--- src/rtl/vga_sprite_compositor.sv ---
// VGA timing plus sprite compositor: N pipes with gaps and a signed-coordinate bird box,
// drawn from per-frame shadow copies through a 2-stage pipeline, with a per-frame collision flag.
module vga_sprite_compositor #(
  parameter int H_ACTIVE = 640,
  parameter int H_FP     = 16,
  parameter int H_SYNC   = 96,
  parameter int H_BP     = 48,
  parameter int V_ACTIVE = 480,
  parameter int V_FP     = 10,
  parameter int V_SYNC   = 2,
  parameter int V_BP     = 33,
  parameter int N_PIPES  = 4,
  parameter int PIPE_W   = 80,
  parameter int GAP_H    = 100,
  parameter int BIRD_R   = 10
) (
  input  logic                   clk,
  input  logic                   reset,
  input  logic [10*N_PIPES-1:0]  pipe_x,
  input  logic [10*N_PIPES-1:0]  pipe_gap_y,
  input  logic [N_PIPES-1:0]     pipe_valid,
  input  logic [9:0]             bird_x,
  input  logic [9:0]             bird_y,
  output logic                   vga_h_sync,
  output logic                   vga_v_sync,
  output logic                   vga_r,
  output logic                   vga_g,
  output logic                   vga_b,
  output logic                   frame_start,
  output logic                   collide,
  output logic                   collide_vld
);

  localparam int H_TOTAL = H_ACTIVE + H_FP + H_SYNC + H_BP;
  localparam int V_TOTAL = V_ACTIVE + V_FP + V_SYNC + V_BP;

  localparam logic [9:0] H_LAST     = 10'(H_TOTAL - 1);
  localparam logic [9:0] V_LAST     = 10'(V_TOTAL - 1);
  localparam logic [9:0] H_ACT      = 10'(H_ACTIVE);
  localparam logic [9:0] V_ACT      = 10'(V_ACTIVE);
  localparam logic [9:0] V_ACT_LAST = 10'(V_ACTIVE - 1);
  localparam logic [9:0] HS_START   = 10'(H_ACTIVE + H_FP);
  localparam logic [9:0] HS_END     = 10'(H_ACTIVE + H_FP + H_SYNC);
  localparam logic [9:0] VS_START   = 10'(V_ACTIVE + V_FP);
  localparam logic [9:0] VS_END     = 10'(V_ACTIVE + V_FP + V_SYNC);

  localparam logic [10:0]        PIPE_W11 = 11'(PIPE_W);
  localparam logic [10:0]        GAP_H11  = 11'(GAP_H);
  localparam logic signed [11:0] BIRD_R12 = 12'(BIRD_R);

  // stage 0: raster counters
  logic [9:0] hcnt_q, hcnt_d;
  logic [9:0] vcnt_q, vcnt_d;

  // per-frame shadow copies of the game object positions
  logic [N_PIPES-1:0][9:0] sh_px_q, sh_px_d;
  logic [N_PIPES-1:0][9:0] sh_gy_q, sh_gy_d;
  logic [N_PIPES-1:0]      sh_valid_q, sh_valid_d;
  logic [9:0]              sh_bx_q, sh_bx_d;
  logic [9:0]              sh_by_q, sh_by_d;

  // stage 1 registers
  logic [N_PIPES-1:0] pipe_hit_q, pipe_hit_d;
  logic               bird_hit_q, bird_hit_d;
  logic               active_q, active_d;
  logic               s1_hsync_q, s1_hsync_d;
  logic               s1_vsync_q, s1_vsync_d;

  // stage 2 registers (pins)
  logic red_q, red_d;
  logic green_q, green_d;
  logic blue_q, blue_d;
  logic hsync_q, hsync_d;
  logic vsync_q, vsync_d;

  // frame bookkeeping
  logic acc_q, acc_d;
  logic collide_q, collide_d;
  logic collide_vld_q, collide_vld_d;
  logic frame_start_q, frame_start_d;

  logic snap;
  logic snap_next;
  logic frame_hit;

  logic [10:0]        x11;
  logic [10:0]        y11;
  logic signed [11:0] dx;
  logic signed [11:0] dy;

  always_comb begin
    hcnt_d = hcnt_q + 10'd1;
    vcnt_d = vcnt_q;
    if (hcnt_q == H_LAST) begin
      hcnt_d = '0;
      vcnt_d = (vcnt_q == V_LAST) ? '0 : vcnt_q + 10'd1;
    end
  end

  // snap_next lets the frame pulses come out of flops exactly during the snapshot cycle
  assign snap      = (hcnt_q == '0) && (vcnt_q == V_ACT);
  assign snap_next = (hcnt_q == H_LAST) && (vcnt_q == V_ACT_LAST);

  always_comb begin
    sh_px_d    = sh_px_q;
    sh_gy_d    = sh_gy_q;
    sh_valid_d = sh_valid_q;
    sh_bx_d    = sh_bx_q;
    sh_by_d    = sh_by_q;
    if (snap) begin
      for (int i = 0; i < N_PIPES; i++) begin
        sh_px_d[i] = pipe_x[10*i +: 10];
        sh_gy_d[i] = pipe_gap_y[10*i +: 10];
      end
      sh_valid_d = pipe_valid;
      sh_bx_d    = bird_x;
      sh_by_d    = bird_y;
    end
  end

  // 11-bit pipe bounds cannot wrap, so a pipe near x=1023 never reappears at column 0
  assign x11 = {1'b0, hcnt_q};
  assign y11 = {1'b0, vcnt_q};
  assign dx  = $signed({2'b00, hcnt_q}) - $signed({{2{sh_bx_q[9]}}, sh_bx_q});
  assign dy  = $signed({2'b00, vcnt_q}) - $signed({{2{sh_by_q[9]}}, sh_by_q});

  always_comb begin
    pipe_hit_d = '0;
    for (int i = 0; i < N_PIPES; i++) begin
      pipe_hit_d[i] = sh_valid_q[i]
                   && (x11 >= {1'b0, sh_px_q[i]})
                   && (x11 <  ({1'b0, sh_px_q[i]} + PIPE_W11))
                   && !((y11 >= {1'b0, sh_gy_q[i]}) && (y11 < ({1'b0, sh_gy_q[i]} + GAP_H11)));
    end
    bird_hit_d = (dx >= -BIRD_R12) && (dx <= BIRD_R12) && (dy >= -BIRD_R12) && (dy <= BIRD_R12);
    active_d   = (hcnt_q < H_ACT) && (vcnt_q < V_ACT);
    s1_hsync_d = !((hcnt_q >= HS_START) && (hcnt_q < HS_END));
    s1_vsync_d = !((vcnt_q >= VS_START) && (vcnt_q < VS_END));
  end

  always_comb begin
    red_d   = active_q && bird_hit_q;
    green_d = active_q && !bird_hit_q && (|pipe_hit_q);
    blue_d  = 1'b0;
    hsync_d = s1_hsync_q;
    vsync_d = s1_vsync_q;
  end

  // only visible overlaps count, so what the player sees is exactly what is reported
  assign frame_hit = active_q && bird_hit_q && (|pipe_hit_q);

  always_comb begin
    acc_d         = acc_q | frame_hit;
    collide_d     = collide_q;
    collide_vld_d = snap_next;
    frame_start_d = snap_next;
    if (snap_next) begin
      collide_d = acc_q | frame_hit;
      acc_d     = 1'b0;
    end
  end

  always_ff @(posedge clk) begin
    if (reset) begin
      hcnt_q        <= '0;
      vcnt_q        <= '0;
      sh_px_q       <= '0;
      sh_gy_q       <= '0;
      sh_valid_q    <= '0;
      sh_bx_q       <= '0;
      sh_by_q       <= '0;
      pipe_hit_q    <= '0;
      bird_hit_q    <= 1'b0;
      active_q      <= 1'b0;
      s1_hsync_q    <= 1'b1;
      s1_vsync_q    <= 1'b1;
      red_q         <= 1'b0;
      green_q       <= 1'b0;
      blue_q        <= 1'b0;
      hsync_q       <= 1'b1;
      vsync_q       <= 1'b1;
      acc_q         <= 1'b0;
      collide_q     <= 1'b0;
      collide_vld_q <= 1'b0;
      frame_start_q <= 1'b0;
    end else begin
      hcnt_q        <= hcnt_d;
      vcnt_q        <= vcnt_d;
      sh_px_q       <= sh_px_d;
      sh_gy_q       <= sh_gy_d;
      sh_valid_q    <= sh_valid_d;
      sh_bx_q       <= sh_bx_d;
      sh_by_q       <= sh_by_d;
      pipe_hit_q    <= pipe_hit_d;
      bird_hit_q    <= bird_hit_d;
      active_q      <= active_d;
      s1_hsync_q    <= s1_hsync_d;
      s1_vsync_q    <= s1_vsync_d;
      red_q         <= red_d;
      green_q       <= green_d;
      blue_q        <= blue_d;
      hsync_q       <= hsync_d;
      vsync_q       <= vsync_d;
      acc_q         <= acc_d;
      collide_q     <= collide_d;
      collide_vld_q <= collide_vld_d;
      frame_start_q <= frame_start_d;
    end
  end

  assign vga_h_sync  = hsync_q;
  assign vga_v_sync  = vsync_q;
  assign vga_r       = red_q;
  assign vga_g       = green_q;
  assign vga_b       = blue_q;
  assign frame_start = frame_start_q;
  assign collide     = collide_q;
  assign collide_vld = collide_vld_q;

endmodule

--- config.mk ---
export PLATFORM = sky130hd
export DESIGN_NAME = vga_sprite_compositor
export DESIGN_NICKNAME = d
export VERILOG_FILES = /design/src/rtl/vga_sprite_compositor.sv
export SDC_FILE = /design/constraint.sdc
export NUM_CORES = 1
export LEC_CHECK = 0
export BUFFER_PORTS_ARGS = -buffer_cell sky130_fd_sc_hd__buf_2
export CORE_ASPECT_RATIO = 0.8
export CORE_MARGIN = 8
export CORE_UTILIZATION = 45
export CTS_CLUSTER_DIAMETER = 100
export CTS_CLUSTER_SIZE = 40
export DETAILED_ROUTE_END_ITERATION = 16
export PLACE_DENSITY = 0.68
export SLEW_MARGIN = 20
export SYNTH_ARGS = -nofsm -noshare
export SYNTH_HDL_FRONTEND = slang
export SYNTH_SLANG_ARGS = --single-unit
--- constraint.sdc ---
create_clock -name clk -period 7.7 [get_ports clk]
set_clock_uncertainty 0.2 [all_clocks]
set_input_delay 0.77 -clock clk [delete_from_list [all_inputs] [get_ports clk]]
set_output_delay 0.77 -clock clk [all_outputs]
set_load 0.01 [all_outputs]
---- After elaboration in Yosys (flattened, before gate mapping) ----
Index checks and enable logic that the tools add are counted.
storage, ports and cells
  ROM bits ................................ 0
  memories kept ........................... 0
  latch bits .............................. 0
  RAM bits ................................ 0
  bits in registers ....................... 139
  word-level logic and storage cells ...... 108
cells by class
  eq/ne operators ......................... 4
  div/mod/pow operators ................... 0
  shifts and indexed selects .............. 0
  add/subtract/negate cells ............... 12
  reductions and logical operators ........ 39
  bitwise logic cells ..................... 1
  multiply operators ...................... 0
  order comparisons ....................... 26
  multiplexer cells ....................... 1
operators by type and width
  kind                                                                                number
  10-bit by 7-bit adder with 11-bit output (second input constant)                    8
  10-bit by 11-bit < comparator with 1-bit output                                     8
  10-bit >= comparator                                                                8
  1-bit logical AND                                                                   28
  12-bit by 5-bit >= comparator with 1-bit output (second input constant)             2
  12-bit by 5-bit less-or-equal comparator with 1-bit output (second input constant)  2
  11-bit by 10-bit subtractor with 12-bit output                                      2
  10-bit by 1-bit adder with 10-bit output (second input constant)                    2
  10-bit == test (second input constant)                                              2
  10-bit by 9-bit == test with 1-bit output (second input constant)                   2
  10-bit < comparator (second input constant)                                         2
  10-bit by 9-bit < comparator with 1-bit output (second input constant)              2
  10-bit >= comparator (second input constant)                                        1
  10-bit by 9-bit >= comparator with 1-bit output (second input constant)             1
  10-bit zero test                                                                    1
  10-bit two-way mux                                                                  1
  1-bit zero test                                                                     7
  2-bit OR reduction                                                                  2
  4-bit OR reduction                                                                  1
  1-bit OR                                                                            1

---- Longest topological paths before layout ----
Gate-level depths: netlist of run 1.
  depth after elaboration ................. 5
  gate-level depth with buffers ........... 12
  depth with buffers taken out ............ 12

---- Worst setup path after synthesis of run 1 ----
OpenSTA, ideal clock, no wires.
  kind .................................... register to register
  from .................................... reg hcnt_q[0]
  to ...................................... reg bird_hit_q
  arrival ................................. 2.661 ns
  required time ........................... 7.425 ns
  slack ................................... 4.764 ns
  clock period less this slack ............ 2.936 ns
  setup time .............................. 0.075 ns
  cell stages (with the launch flop) ...... 13
  cells stage by stage .................... dfxtp_1 -> inv_1 -> ha_1 -> inv_1 -> fa_1 -> a21o_1 -> a22o_1 -> o21bai_4 -> xnor2_1 -> nor4_1 -> nand2_1 -> or4_1 -> a22oi_2
on the way
  word-level cells in the longest chain between the ends .. 5
ends and longest elaborated chain
  element                                                                                                                        RTL line  RTL
  start, declared                                                                                                                52        logic [9:0] hcnt_q, hcnt_d;
  start signal, assigned                                                                                                         187       hcnt_q <= hcnt_d;
  11-bit by 10-bit subtractor with 12-bit output *                                                                               124       assign dx = $signed({2'b00, hcnt_q}) - $signed({{2{sh_bx_q[9]}}, sh_bx_q});
  12-bit by 5-bit >= comparator with 1-bit output or 12-bit by 5-bit less-or-equal comparator with 1-bit output (tied branches)  135       bird_hit_d = (dx >= -BIRD_R12) && (dx <= BIRD_R12) && (dy >= -BIRD_R12) && (dy <= BIRD_R12);
  1-bit logical AND * (3 in series)                                                                                              135
  end signal, assigned                                                                                                           195       bird_hit_q <= bird_hit_d;
  end, declared                                                                                                                  64        logic bird_hit_q, bird_hit_d;
Every way passes the cells marked *; elsewhere a longest branch is shown, timed or not.
A chain may end at the register's enable or synchronous reset.

---- Worst setup path in the final report of run 1 ----
  from .................................... reg vcnt_q[0]
  to ...................................... reg bird_hit_q
on the way
  word-level cells in the longest chain between the ends .. 4
ends and longest elaborated chain
  element                                           RTL line  RTL
  start, declared                                   53        logic [9:0] vcnt_q, vcnt_d;
  start signal, assigned                            188       vcnt_q <= vcnt_d;
  11-bit by 10-bit subtractor with 12-bit output *  125       assign dy = $signed({2'b00, vcnt_q}) - $signed({{2{sh_by_q[9]}}, sh_by_q});
  12-bit by 5-bit >= comparator with 1-bit output   135
  1-bit logical AND                                 135
  1-bit logical AND *                               135
Marked as above.

==> results.md, run 1 <==
* CTS tree: done
* Worst Setup Start Kind: register
* Routability cong. at 0.862
* Vias in the first global route at 8,868
* Area Overhead vs Synth at 14.8%
* Cell area after synthesis at 10,100 sq um
* DP Worst Slack at 4.40 ns
* Die ar. at 27,400 sq um
* Mean post-synth cell area at 7.84 sq um
* Initial Util at 45.3%
* Reg2Reg Depth at 12
* #FFs+latches synth at 139
* I/O pin count at 114
* CTS max path bufs at 2
* Measured slew at the worst slew-check pin at 0.948 ns
* Core area at 22,200 sq um
* 1st-iter DRT viols at 496
* DRC Markers at 0
* CTS Buf Count at 17
* Ys async rst share at 0%
* Min-delay worst type: reg2reg
* WL final at 26.1 mm
* CP required at 7.86 ns
* PortBufs at 112
* Met1 GRT Util at 25.4%
* Net count reported at finish at 1,657
* Post-route setup TNS at 0 ns
* Hold Path Depth at 2
* Area contributors post-synth: dfxtp_1 (28%), ha_1 (21%), nand2_1 (9.2%), a21oi_1 (8.2%), inv_1 (4.6%)
* Worst setup EP type: register
* Gr ovfl total at 0
* Via count at 8,973
* Clock Pin Slew Worst Setup and Hold Paths at 0.06 ns
* Die H at 150 um
* Final hold vios at 0
* PostCTS Resize Cnt at 0
* Num rows at 49
* Peak supply drop at 0.146 mV
* Cell area power density at 154 nW/um^2
* Share of cells above drive strength 1 at 11.9%
* Outcome: complete, no violations
* Minimum clock period at 3.35 ns
* Area share of the largest cell type after synthesis at 27.7%
* Lkg Pwr at 4.63 nW
* Post-DP HPWL at 18.9 mm
* Critical-path maximum fanout at 6
* Critical Path Start: vcnt_q[0]$_SDFFE_PP0P_
* Per-cell routed wire length at 15.4 um
* Via/cell ratio at 5.28
* GRT Total Usage at 19.6%
* Met3 usage at 4.30%
* Clock root buffer: clkbuf_16
* Register area share after synthesis at 27.7%
* Syn nets at 1,561
* Clock sinks at 139
* Max_cap viols at 0
* Max-slew violations at 0
* Slew margin rel. at 36.8%
* Post-synth EDFFs at 0
* Initial antenna violation count at 0
* Post-route ant nets at 0
* Post-Synthesis Cells at 1,283
* Power Total at 1.78 mW
* Cell taking the most area after synthesis: dfxtp_1
* M2 GR Usage at 31.9%
* Worst Setup Path Type: reg2reg
* Beginning of the worst hold path: sh_px_q[33]$_SDFFE_PP0P_
* Pre-Repair DR Iteration Count at 5
* Hold buffers post-CTS at 0
* H-tree depth at 4
* Top FF cell, synth: dfxtp_1
* Setup Buffers After CTS at 0
* Largest net degree at the start of global routing at 105
* Distinct cells, synth at 62
* CP arrival at 3.51 ns
* Global-route wire length before repair at 43.7 mm
* Unrepaired setup endpoints after global routing: false
* Fin worst setup slack at 4.35 ns
* Crit Reg-Reg Startpoint: vcnt_q[0]$_SDFFE_PP0P_
* Clock latency on the worst-skew pair at 0.44 ns
* Synth Warn # at 0
* Period utilization at 43.5%
* Maximum clock frequency at 299 MHz
* Final Setup Violations at 0
* GR peak layer: met2
* Die Wd at 183 um
* # diodes at 0
==> final cells by class <==
cell class	instances	area [sq um]
sequential	139	2780
clock buffer	22	494
clock inverter	10	185
tap	306	383
fill	2143	10600
inverter	123	462
timing repair buffer	117	613
multi-input combinational	981	6630
==> flip-flops by register name (all words and copies together), names as in the netlist, 4 cells and up <==
register,cells
sh_by_q,10
pipe_hit_q,4
vcnt_q,10
sh_gy_q,40
sh_bx_q,10
hcnt_q,10
sh_valid_q,4
sh_px_q,40
==> layout by cell type, fill, tap and decap left out, types with 17 or more instances in the layout <==
master,synthesis,final
a21o_1,35,35
buf_2,5,111
xor2_1,19,19
xnor2_1,47,47
a21oi_1,165,165
inv_1,123,123
nor2_1,43,43
dfxtp_1,139,139
clkbuf_16,0,17
ha_1,170,170
o21ai_0,40,40
nand2_1,246,246
o21a_1,19,19
==> synth_stat cells (3+ instances only) <==
cell type / n
o32ai_1: 3
a31o_2: 3
inv_1: 123
nand2b_1: 16
nor2_1: 43
clkbuf_1: 27
a2111oi_0: 4
o211a_1: 3
o2111ai_1: 4
xnor2_1: 47
nand2_1: 246
and3_1: 12
a41oi_1: 3
or4_1: 4
o21bai_1: 10
a21oi_1: 165
nand4_1: 16
a21o_1: 35
o21a_1: 19
or3_1: 7
a31oi_1: 8
or2_2: 5
a211oi_1: 14
nor4_1: 7
nor2b_1: 8
buf_4: 8
xor2_1: 19
nand3_1: 16
ha_1: 170
o21ai_0: 40
o211ai_1: 4
nor3_1: 15
buf_2: 5
dfxtp_1: 139
==> power by group <==
part	switching [mW]	internal, mW
registers	0.00537	0.722
logic	0.0518	0.0499
clock network	0.331	0.618
total	0.388	1.39
==> stage by stage <==
stage | std cells | utilization [%] | area [sq um] | hold slack (ns)
after detailed placement | 1665 | 48.9 | 10900 | 0.244
final | 1698 | 52.0 | 11600 | 0.248
after global placement | 1665 | 48.9 | 10900 | 0.240
after floorplan | 1283 | - | 10100 | 0.189
after CTS | 1697 | 52.0 | 11500 | 0.251
after global routing | 1698 | 52.0 | 11600 | 0.268
==> path summary, 6_finish.rpt <==
path	slack (ns)	endpoint
worst max-delay path	4.35	bird_hit_q$_SDFF_PP0_
worst min-delay path	0.25	sh_px_q[33]$_SDFFE_PP0P_
worst max register to register	4.35	bird_hit_q$_SDFF_PP0_
worst min register to register	0.25	sh_px_q[33]$_SDFFE_PP0P_
==> critical path, stage by stage, from the launching register on <==
cell,delay [ns]
dfxtp_1,0.35
inv_1,0.28
ha_1,0.24
inv_1,0.06
fa_1,0.41
a21o_1,0.20
a22oi_2,0.22
a21oi_2,0.10
xnor2_1,0.15
or4_1,0.53
nor3b_1,0.24
o2111ai_1,0.16
a22oi_2,0.15
==> cell families after synthesis <==
group / Yosys count / synth area share (%)
buffers and inverters: 163 / 6.44
AND/OR/NAND/NOR: 408 / 18.1
adder cells (fa/ha/maj): 172 / 21.5
XOR/XNOR: 66 / 5.75
multiplexers: 2 / 0.211
AO/OA/AOI/OAI: 332 / 20.2
other: 1 / 0.0373
flip-flops: 139 / 27.7
==> metal layers <==
layer	share of wire (%)	up-vias
li1	-	4609
met1	47	4100
met2	45	223
met3	5.6	41
met4	2.1	0
met5	0	-
Power figures use the tool's default switching activity.
==> inputs of run 2 (changes only) <==
==> constraint.sdc (replaced) <==
create_clock -name clk -period 3.5 [get_ports clk]
set_clock_uncertainty 0.2 [all_clocks]
set_input_delay 0.35 -clock clk [delete_from_list [all_inputs] [get_ports clk]]
set_output_delay 0.35 -clock clk [all_outputs]
set_load 0.01 [all_outputs]
==> run 2 against run 1 <==
  * Via count grew 5.7%
  * Die area stayed put
  * Fmax up 7.6%
  * Critical path type unchanged
  * Critical path depth stayed put
  * Combinational power rose to 3.1 times the previous value
==> results.md, run 2 (synthesis gave the netlist of run 1 again) <==
* Period utilization at 88.9%
* Clock sinks at 139
* Top delay family on crit path: compound AO/OA/AOI/OAI gates
* Initial antenna violation count at 0
* Die Wd at 183 um
* Unrepaired setup endpoints after global routing: false
* Critical-path maximum fanout at 6
* CP max stage cell: or4_1
* Peak supply drop at 0.311 mV
* Slew margin rel. at 46.9%
* Via/cell ratio at 5.24
* Commonest non-fill, non-tap cell in the layout: nand2_1
* Post-DP HPWL at 19.7 mm
* WL final at 27.7 mm
* Area Overhead vs Synth at 24.4%
* Worst Path Buf+Inv at 2
* Global-route wire length before repair at 46.1 mm
* PortBufs at 112
* I/O pin count at 114
* DRC Markers at 0
* Vias in the first global route at 9,377
* Post-route ant nets at 0
* Clock Pin Slew Worst Setup and Hold Paths at 0.06 ns
* Worst path max stage delay at 0.53 ns
* PostCTS Resize Cnt at 0
* Minimum clock period at 3.11 ns
* Share of cells above drive strength 1 at 11.8%
* Worst setup EP type: register
* Crit path cell chain: inv_1 -> ha_1 -> inv_1 -> fa_1 -> a21o_1 -> a22oi_2 -> a21oi_2 -> xnor2_1 -> or4_1 -> nor3b_1 -> o2111ai_1 -> a22oi_2
* Max_cap viols at 0
* Post-route setup TNS at 0 ns
* Routability cong. at 0.851
* Min-delay worst type: in2reg
* 1st-iter DRT viols at 418
* GRT Total Usage at 20.5%
* Final hold vios at 0
* Per-cell routed wire length at 15.3 um
* CP arrival at 3.26 ns
* CTS Buf Count at 17
* Die ar. at 27,400 sq um
* Core area at 22,200 sq um
* Measured slew at the worst slew-check pin at 0.795 ns
* Worst Setup Start Kind: register
* Largest net degree at the start of global routing at 105
* Most frequent cells in the layout: nand2_1 (246), ha_1 (170), a21oi_1 (165), dfxtp_1 (139), inv_1 (123)
* Via count at 9,480
* Filler Cells Inserted at 2,082
* Lkg Pwr at 5.06 nW
* Setup Buffers After CTS at 0
* Net count reported at finish at 1,770
* Clock root buffer: clkbuf_16
* H-tree depth at 4
* CTS max path bufs at 2
* # diodes at 0
* Power Total at 3.62 mW
* Clock latency on the worst-skew pair at 0.42 ns
* Worst Setup Path Type: reg2reg
* Maximum clock frequency at 321 MHz
* Max-slew violations at 0
* Final Setup Violations at 0
* CTS tree: done
* Outcome: complete, no violations
* Initial Util at 45.3%
* Pre-Repair DR Iteration Count at 6
* Biggest regs: sh_gy_q: 40 flops, sh_px_q: 40 flops
* CP required at 3.65 ns
* Num rows at 49
* Die H at 150 um
* Cell area power density at 289 nW/um^2
* Gr ovfl total at 0
## run 2: changes by cell type in the layout (fill, tap and decap cells not counted)
| cell | before | now |
|---|---|---|
| clkbuf_1 | 0 | 2 |
| buf_4 | 5 | 20 |
| clkinvlp_4 | 1 | 2 |
| bufinv_16 | 5 | 1 |
| clkinv_4 | 2 | 0 |
| clkbuf_8 | 5 | 3 |
| clkinv_2 | 2 | 5 |
| dlygate4sd3_1 | 0 | 98 |
## run 2: metrics by stage
step / cells / utilization [%] / cell area, sq um / hold slack [ns] / worst slack, ns
after floorplan: 1283 / - / 10100 / 0.189 / 0.564
after global placement: 1681 / 49.5 / 11000 / 0.197 / 0.501
after detailed placement: 1681 / 49.5 / 11000 / 0.203 / 0.459
after CTS: 1809 / 56.4 / 12500 / 0.00396 / 0.427
after global routing: 1809 / 56.4 / 12500 / 0.0117 / 0.198
final: 1809 / 56.4 / 12500 / 0.0116 / 0.390
## run 2: report_power, final
part / leakage [nW] / internal, mW / total (mW) / switching (mW)
Combinational: 3.67 / 0.183 / 0.314 / 0.131
Clock: 0.267 / 1.02 / 1.70 / 0.683
Sequential: 1.12 / 1.59 / 1.60 / 0.0109
## run 2: what timing repair did
item                                   in CTS  in global routing
setup endpoints to repair                   0                  0
hold buffers                               98                  0
endpoints found under the hold margin      98                  0
## run 2: worst paths after layout
kind,from,end,slack (ns),depth (start not counted)
worst max-delay path,vcnt_q[0]$_SDFFE_PP0P_,bird_hit_q$_SDFF_PP0_,0.39,12
worst max register to register,vcnt_q[0]$_SDFFE_PP0P_,bird_hit_q$_SDFF_PP0_,0.39,12
worst min register to register,hsync_d$_SDFF_PP1_,vga_h_sync$_SDFF_PP1_,0.21,1
worst min-delay path,pipe_x[21],sh_px_q[21]$_SDFFE_PP0P_,0.01,3
## run 2: worst reg2reg max path: stages (launching register included)
cell and delay, ns:
dfxtp_1 0.36, inv_1 0.11, ha_1 0.18, inv_1 0.06
fa_1 0.39, a21o_1 0.20, a22oi_2 0.20, a21oi_2 0.10
xnor2_1 0.15, or4_1 0.53, nor3b_1 0.25, o2111ai_1 0.17
a22oi_2 0.16
## run 2: final cells by class
| cell class | instances | area [sq um] | share of cell area [%] |
|---|---|---|---|
| multi-input cells | 981 | 6630 | 53.0 |
| flip-flops and latches | 139 | 2780 | 22.2 |
| repair buffers | 230 | 1710 | 13.6 |
| clock buffers | 22 | 474 | 3.79 |
| inverters | 123 | 462 | 3.69 |
| well taps | 306 | 383 | 3.06 |
| clock inverters | 8 | 70.1 | 0.560 |
## run 2: metal layers
layer	vias to the layer above	GRT usage [%]	part of all wire (%)
met1	4387	26.5	48
met2	214	34.5	46
met4	0	5.84	1.8
li1	4836	-	-
met5	-	0	0
met3	43	3.64	4.3
